===== config.mk =====
export PLATFORM = sky130hd
export DESIGN_NAME = branch_resolve_predict
export DESIGN_NICKNAME = d
export VERILOG_FILES = /design/src/rtl/branch_resolve_predict.sv
export SDC_FILE = /design/constraint.sdc
export NUM_CORES = 1
export LEC_CHECK = 0
export CAP_MARGIN = 20
export CELL_PAD_IN_SITES_DETAIL_PLACEMENT = 1
export CELL_PAD_IN_SITES_GLOBAL_PLACEMENT = 1
export CORE_ASPECT_RATIO = 0.6
export CORE_UTILIZATION = 28
export DETAILED_ROUTE_END_ITERATION = 12
export PLACE_DENSITY_LB_ADDON = 0.1
export SYNTH_ARGS = -nofsm -noshare
export SYNTH_HDL_FRONTEND = slang
export SYNTH_SLANG_ARGS = --single-unit
export TNS_END_PERCENT = 30

===== constraint.sdc =====
create_clock -name clk -period 18.05 [get_ports clk]
set_input_delay 2.7075 -clock clk [delete_from_list [all_inputs] [get_ports clk]]
set_output_delay 2.7075 -clock clk [all_outputs]
set_load 0.005 [all_outputs]

===== src/rtl/branch_resolve_predict.sv =====
// Branch resolution unit with a bimodal branch-history-table predictor.
// Resolves conditional branches one cycle after request, trains a table of
// saturating counters on accepted resolves, and keeps branch/mispredict stats.
module branch_resolve_predict #(
  parameter int XLEN      = 32,
  parameter int BHT_DEPTH = 64,
  parameter int CNT_W     = 2,
  parameter int PC_LSB    = 2
) (
  input  logic            clk,
  input  logic            reset,
  input  logic [XLEN-1:0] lookup_pc,
  output logic            predict_taken,
  input  logic            resolve_valid,
  input  logic            branch,
  input  logic [XLEN-1:0] resolve_pc,
  input  logic [2:0]      funct3,
  input  logic [XLEN-1:0] rs1_val,
  input  logic [XLEN-1:0] rs2_val,
  input  logic            resolve_pred,
  output logic            resolve_done,
  output logic            take_branch,
  output logic            mispredict,
  output logic            illegal_f3,
  output logic [31:0]     branch_count,
  output logic [31:0]     mispredict_count
);

  localparam int IDX_W = $clog2(BHT_DEPTH);
  localparam logic [CNT_W-1:0] CNT_MAX  = '1;
  localparam logic [CNT_W-1:0] CNT_INIT = CNT_W'((1 << (CNT_W - 1)) - 1);

  logic [CNT_W-1:0] bht [BHT_DEPTH];

  logic [IDX_W-1:0] lookup_idx;
  logic [IDX_W-1:0] resolve_idx;
  logic             is_illegal;
  logic             taken;
  logic             resolve_req;
  logic             accept;
  logic             is_mispredict;
  logic [CNT_W-1:0] cnt_cur;
  logic [CNT_W-1:0] cnt_next;

  // Only the index field of each PC is meaningful; fold the rest into a sink.
  logic unused_pc_bits;
  assign unused_pc_bits = ^{lookup_pc, resolve_pc};

  assign lookup_idx  = lookup_pc[PC_LSB +: IDX_W];
  assign resolve_idx = resolve_pc[PC_LSB +: IDX_W];

  // Prediction reads the table before any same-edge update lands.
  always_comb begin
    predict_taken = bht[lookup_idx][CNT_W-1];
  end

  // Branch condition evaluation over the full operand width.
  always_comb begin
    is_illegal = (funct3 == 3'b010) || (funct3 == 3'b011);
    taken      = 1'b0;
    case (funct3)
      3'b000:  taken = (rs1_val == rs2_val);
      3'b001:  taken = (rs1_val != rs2_val);
      3'b100:  taken = ($signed(rs1_val) <  $signed(rs2_val));
      3'b101:  taken = ($signed(rs1_val) >= $signed(rs2_val));
      3'b110:  taken = (rs1_val <  rs2_val);
      3'b111:  taken = (rs1_val >= rs2_val);
      default: taken = 1'b0;
    endcase
  end

  // Request qualification and saturating counter step.
  always_comb begin
    resolve_req   = resolve_valid & branch;
    accept        = resolve_req & ~is_illegal;
    is_mispredict = taken ^ resolve_pred;
    cnt_cur       = bht[resolve_idx];
    cnt_next      = cnt_cur;
    if (taken) begin
      if (cnt_cur != CNT_MAX) cnt_next = cnt_cur + 1'b1;
    end else begin
      if (cnt_cur != '0) cnt_next = cnt_cur - 1'b1;
    end
  end

  // Table training: every accepted resolve writes its own index, so
  // back-to-back updates to one entry chain through the stored value.
  always_ff @(posedge clk or posedge reset) begin
    if (reset) begin
      for (int unsigned i = 0; i < BHT_DEPTH; i++) begin
        bht[i] <= CNT_INIT;
      end
    end else if (accept) begin
      bht[resolve_idx] <= cnt_next;
    end
  end

  // Registered resolve result; outcome flags are gated to accepted requests.
  always_ff @(posedge clk or posedge reset) begin
    if (reset) begin
      resolve_done <= 1'b0;
      take_branch  <= 1'b0;
      mispredict   <= 1'b0;
      illegal_f3   <= 1'b0;
    end else begin
      resolve_done <= resolve_req;
      illegal_f3   <= resolve_req & is_illegal;
      take_branch  <= accept & taken;
      mispredict   <= accept & is_mispredict;
    end
  end

  // Saturating statistics counters.
  always_ff @(posedge clk or posedge reset) begin
    if (reset) begin
      branch_count     <= '0;
      mispredict_count <= '0;
    end else if (accept) begin
      if (branch_count != '1) branch_count <= branch_count + 32'd1;
      if (is_mispredict && (mispredict_count != '1)) begin
        mispredict_count <= mispredict_count + 32'd1;
      end
    end
  end

endmodule


==> results of run 1 <==
[power by group]
group          internal (mW)  switching (mW)
combinational         0.0893          0.0958
clock                  0.203           0.207
sequential             0.486          0.0387
total                  0.778           0.342
[critical path, stage by stage]
cell	delay [ns]
clkdlybuf4s50_1	1.15
mux4_2	0.49
mux4_2	0.48
mux4_2	0.49
clkdlybuf4s50_1	0.46
[path summary, 6_finish.rpt]
| check | to | slack (ns) | depth (start not counted) | startpoint |
|---|---|---|---|---|
| worst max-delay path | predict_taken | 9.53 | 5 | lookup_pc[3] |
| worst min-delay path | branch_count[28]$_DFFE_PP0P_ | 0.49 | 1 | branch_count[28]$_DFFE_PP0P_ |
| worst max register to register | mispredict_count[25]$_DFFE_PP0P_ | 14.77 | 10 | mispredict_count[16]$_DFFE_PP0P_ |
| worst min register to register | branch_count[28]$_DFFE_PP0P_ | 0.49 | 1 | branch_count[28]$_DFFE_PP0P_ |
| max in group asynchronous | bht[31]$_DFFE_PP0P_ | 13.63 | 3 | reset |
| min in group asynchronous | mispredict_count[14]$_DFFE_PP0P_ | 2.84 | 2 | reset |
[Yosys cell counts (6+ instances only)]
| master | count |
|---|---|
| and3_1 | 18 |
| dfstp_2 | 64 |
| buf_2 | 11 |
| o21ai_0 | 6 |
| dfrtp_1 | 132 |
| xor2_1 | 10 |
| nor2_1 | 161 |
| mux2_2 | 66 |
| clkbuf_1 | 19 |
| nor4_1 | 6 |
| a21oi_1 | 75 |
| nand3_1 | 29 |
| xnor2_1 | 53 |
| a31oi_1 | 17 |
| buf_6 | 6 |
| nand4_1 | 35 |
| a221oi_1 | 18 |
| nand2_1 | 48 |
| mux4_2 | 21 |
| inv_1 | 41 |
| a22oi_1 | 32 |
| a22o_1 | 16 |
| ha_1 | 34 |
[layout make-up]
type / count / area [um2]
inverter: 41 / 161
clock inverter: 15 / 204
multi-input combinational: 696 / 5010
tap: 476 / 596
timing repair buffer: 165 / 1620
fill: 4032 / 23400
clock buffer: 17 / 425
sequential: 196 / 4980
[stage by stage]
stage	power [mW]	area, um2	hold slack, ns	cells	util (%)
final	1.12	13000	0.494	1606	35.7
after global routing	1.17	13000	0.520	1606	35.7
after CTS	1.14	13000	0.501	1606	35.7
after detailed placement	0.719	12400	0.482	1574	34.0
after global placement	0.716	12400	0.483	1574	34.0
after floorplan	0.628	10400	0.477	976	-
[flip-flops by register name, summed over array words and instances (netlist names)]
signal	flops
take_branch	1
branch_count	32
mispredict_count	32
resolve_done	1
bht	128
mispredict	1
illegal_f3	1
[cell families (layout without fill, tap and decap cells)]
| group | after synthesis | in the layout | synth area share [%] |
|---|---|---|---|
| compound gates | 172 | 172 | 10.9 |
| xor+xnor | 64 | 64 | 5.47 |
| fa+ha+maj | 35 | 35 | 4.21 |
| buf+inv | 84 | 238 | 3.68 |
| flops | 196 | 196 | 48.0 |
| mux | 90 | 90 | 12.1 |
| simple gates | 335 | 335 | 15.6 |
[metal layers]
metal  up-vias  share of wire, %  track usage [%]
met5         -                 0                0
met4         0              0.63             3.47
met3        17               3.9             3.78
met2       139                42             26.9
met1      4181                54             28.9
li1       3793                 -                -
==> flow_summary.toml, run 1 <==
[synthesis]
syn_area_mm2 = 0.0104
synthCells = 976
synth_area_leaders = "dfrtp_1 32%, dfstp_2 16%, mux2_2 7.2%"
async_flop_share_pct = 100
post_synth.cell_area_avg_um2 = 10.6
synth_top_flop_cell = "dfrtp_1"
ys_seq_area_share_pct = 48.0
netlist.area_leader.share_pct = 31.8
yosys_warnings = 0
synth_nets = 1146
yosysTopAreaCell = "dfrtp_1"
synth_edf_count = 0
synth_seq_cells = 196
ys_types = 53

[clocking]
clk_latency_ns = 0.46
ctsResizeCount = 0
cts_setup_buffers = 0
cts.sinks = 196
cts_inserted_buffers = 17
cts_root_buf = "clkbuf_16"
clkTransAtPathRegs_ns = 0.09
clock_path_buffers = 2
htreeDepth = 4
postCtsHoldBufs = 0
cts_tree = "built"

[global_routing]
antenna_found_initial = 0
grt_util_all_layers_pct = 18.8
overflow = 0
grt_pass1_vias = 8564
grt_pass1_wl_mm = 53.5
grt_max_degree = 127

[floorplanning]
io_pins = 205
die_area_mm2 = 0.0379
die_w_um = 251
chipHeight_um = 151
rows = 54
start_util_pct = 28.5
core-area_mm2 = 0.0364

[sta]
finalSetupTns_ns = 0
setup_slack_ns = 9.53
relSlewSlack_pct = 30.0
period_minus_slack_ns = 8.52
max_freq_mhz = 117
rsz0062_at_grt = "false"
post-route-period-util_pct = 47.2
setup_viol = 0
hold_viol_final = 0
worst_slew_pin_slew_ns = 1.05
drv_slew = 0
finClkSkew_ns = 0.0148

[status]
outcome = "finished, final reports clean"

[hold_path]
hp-class = "flip-flop to flip-flop"

[routing]
drtIter0Drc = 428
antenna_left = 0
routed_wl_mm = 34.2
drc = 0
first_pass_iters = 4
vias = 8130
post_drt_wl_per_cell_um = 21.3
routed_via_density = 5.06

[layout]
syn2layout_area_growth_pct = 25.3
antenna_cells = 0
drive_above_1_share_pct = 18.9
finish.net_count = 1287
layout_common_cells = "161 x nor2_1, 152 x clkdlybuf4s50_1, 132 x dfrtp_1"
layout.cells.most_common = "nor2_1"

[power_and_ir_drop]
power_density_mw_per_mm2 = 86.1
power.static_leakage_nw = 5.29
vdd_drop_max_mv = 0.0618

[critical_path]
cp-start-kind = "primary input"
cp.arrival_ns = 5.82
crit_path_end_kind = "output pin"
worstPathMaxFanout = 16
crit_type = "primary input to output pin"
worstPathRequired_ns = 15.34

[place]
place.port_buffers = 152
dp_hpwl_mm = 23.4
gp_congestion = 0.802
place_ws_ns = 9.63

[run]
cap_violations = 0
Note: power is estimated with default switching activity, not from simulation.
==> run 2, diff against run 1 <==
==> constraint.sdc (replaced) <==
create_clock -name clk -period 7.2 [get_ports clk]
set_input_delay 1.08 -clock clk [delete_from_list [all_inputs] [get_ports clk]]
set_output_delay 1.08 -clock clk [all_outputs]
set_load 0.005 [all_outputs]
==> flow_summary.toml, run 2 (same netlist as run 1, synthesis figures left out) <==
[status]
outcome = "finished, final reports clean"

[clocking]
cts_inserted_buffers = 17
clkTransAtPathRegs_ns = 0.09
cts_root_buf = "clkbuf_16"
ctsResizeCount = 0
cts_setup_buffers = 0
htreeDepth = 4
clock_path_buffers = 2
cts.sinks = 196
postCtsHoldBufs = 0
cts_tree = "built"
clk_latency_ns = 0.47

[routing]
antenna_left = 0
drc = 0
post_drt_wl_per_cell_um = 21.3
first_pass_iters = 5
drtIter0Drc = 493
vias = 8178
routed_via_density = 5.09
routed_wl_mm = 34.2

[sta]
finalSetupTns_ns = 0
setup_viol = 0
hold_viol_final = 0
holdWs_ns = 0.491
relSlewSlack_pct = 19.1
drv_slew = 0
finClkSkew_ns = 0.0170
max_freq_mhz = 189
worst_slew_pin_slew_ns = 1.21
post-route-period-util_pct = 73.6
rsz0062_at_grt = "false"
period_minus_slack_ns = 5.30
setup_slack_ns = 1.90

[power_and_ir_drop]
power_switching_uw = 875
pwr-share-seq_pct = 47.0
internal-power_mw = 1.92
switching_share_pct = 31.3
clkPwrFrac_pct = 36.3
vdd_drop_max_mv = 0.156
power.static_leakage_nw = 5.29
power_density_mw_per_mm2 = 215
pwr-share-comb_pct = 16.6

[global_routing]
grt_pass1_wl_mm = 53.0
grt_util_all_layers_pct = 18.8
overflow = 0
grt_pass1_vias = 8288
antenna_found_initial = 1
grt_max_degree = 136

[place]
place_ws_ns = 1.76
gp_congestion = 0.808
postPlaceCellArea_mm2 = 0.0124
dp_hpwl_mm = 23.9
place.port_buffers = 152
place_inst = 1575

[layout]
antenna_cells = 0
layout_common_cells = "161 x nor2_1, 152 x clkdlybuf4s50_1, 132 x dfrtp_1"
layout.cells.most_common = "nor2_1"
design_area_mm2 = 0.0130
drive_above_1_share_pct = 19.0
reg.largest.list = "bht x128, branch_count x32, mispredict_count x32"
finish.net_count = 1288
largest_reg_flops = 128
syn2layout_area_growth_pct = 25.3
layout.cells.non_filler = 1607
regMostFlops = "bht"

[critical_path]
cp.arrival_ns = 4.22
crit_type = "primary input to output pin"
cp-start-kind = "primary input"
timing.rr.end = "bht[26]$_DFFE_PP1P_"
worstPathMaxFanout = 16
crit_path_end_kind = "output pin"
worstPathRequired_ns = 6.12
r2r_start = "bht[126]$_DFFE_PP1P_"
reg2reg_slack_ns = 3.71
worst-r2r-cell-count = 8

[run]
cap_violations = 0

[floorplanning]
die_w_um = 251
start_util_pct = 28.5
die_area_mm2 = 0.0379
io_pins = 205
rows = 54
chipHeight_um = 151
core-area_mm2 = 0.0364

[hold_path]
hp-class = "flip-flop to flip-flop"
hold_depth = 1
hold_path_end = "branch_count[28]$_DFFE_PP0P_"
min_from = "branch_count[28]$_DFFE_PP0P_"
[run 2: power groups by stage]
stage	combinational [mW]	sequential (mW)	clock [mW]
2_1_floorplan	0.273	1.30	0
3_3_place_gp	0.464	1.33	0
3_5_place_dp	0.472	1.33	0
4_1_cts	0.473	1.32	1.05
5_1_grt	0.514	1.33	1.10
6_report	0.465	1.32	1.02
[run 2: area by class of cell]
class / instances / area (um2)
fill: 4042 / 23400
multi-input combinational: 696 / 5010
sequential: 196 / 4980
timing repair buffer: 166 / 1630
tap: 476 / 596
clock buffer: 17 / 425
clock inverter: 15 / 199
inverter: 41 / 161
[run 2: per-stage QoR]
stage          power, mW  utilization [%]
2_1_floorplan       1.57                -
3_3_place_gp        1.80             34.0
3_5_place_dp        1.81             34.0
4_1_cts             2.84             35.7
5_1_grt             2.94             35.7
6_report            2.80             35.7
[run 2: metal layers]
| metal | track usage, % | vias up | share of wire [%] |
|---|---|---|---|
| met5 | 0 | - | 0.038 |
| li1 | - | 3810 | - |
| met1 | 29.8 | 4188 | 54 |
| met3 | 3.76 | 26 | 4.6 |
| met2 | 26.0 | 152 | 41 |
| met4 | 3.04 | 2 | 0.74 |
[run 2: worst max-delay path by stage]
stage	start	to	slack (ns)
final	lookup_pc[3]	predict_taken	1.90
after global routing	lookup_pc[3]	predict_taken	1.88
after CTS	lookup_pc[3]	predict_taken	1.95
after detailed placement	resolve_pc[4]	bht[94]$_DFFE_PP1P_	1.76
after global placement	resolve_pc[2]	bht[68]$_DFFE_PP1P_	1.76
after floorplan	reset	bht[101]$_DFFE_PP0P_	0.89
[run 2: worst max-delay path: stages]
cell and delay, ns:
clkdlybuf4s50_1 1.19, mux4_2 0.47, mux4_2 0.48, mux4_2 0.50
clkdlybuf4s50_1 0.47
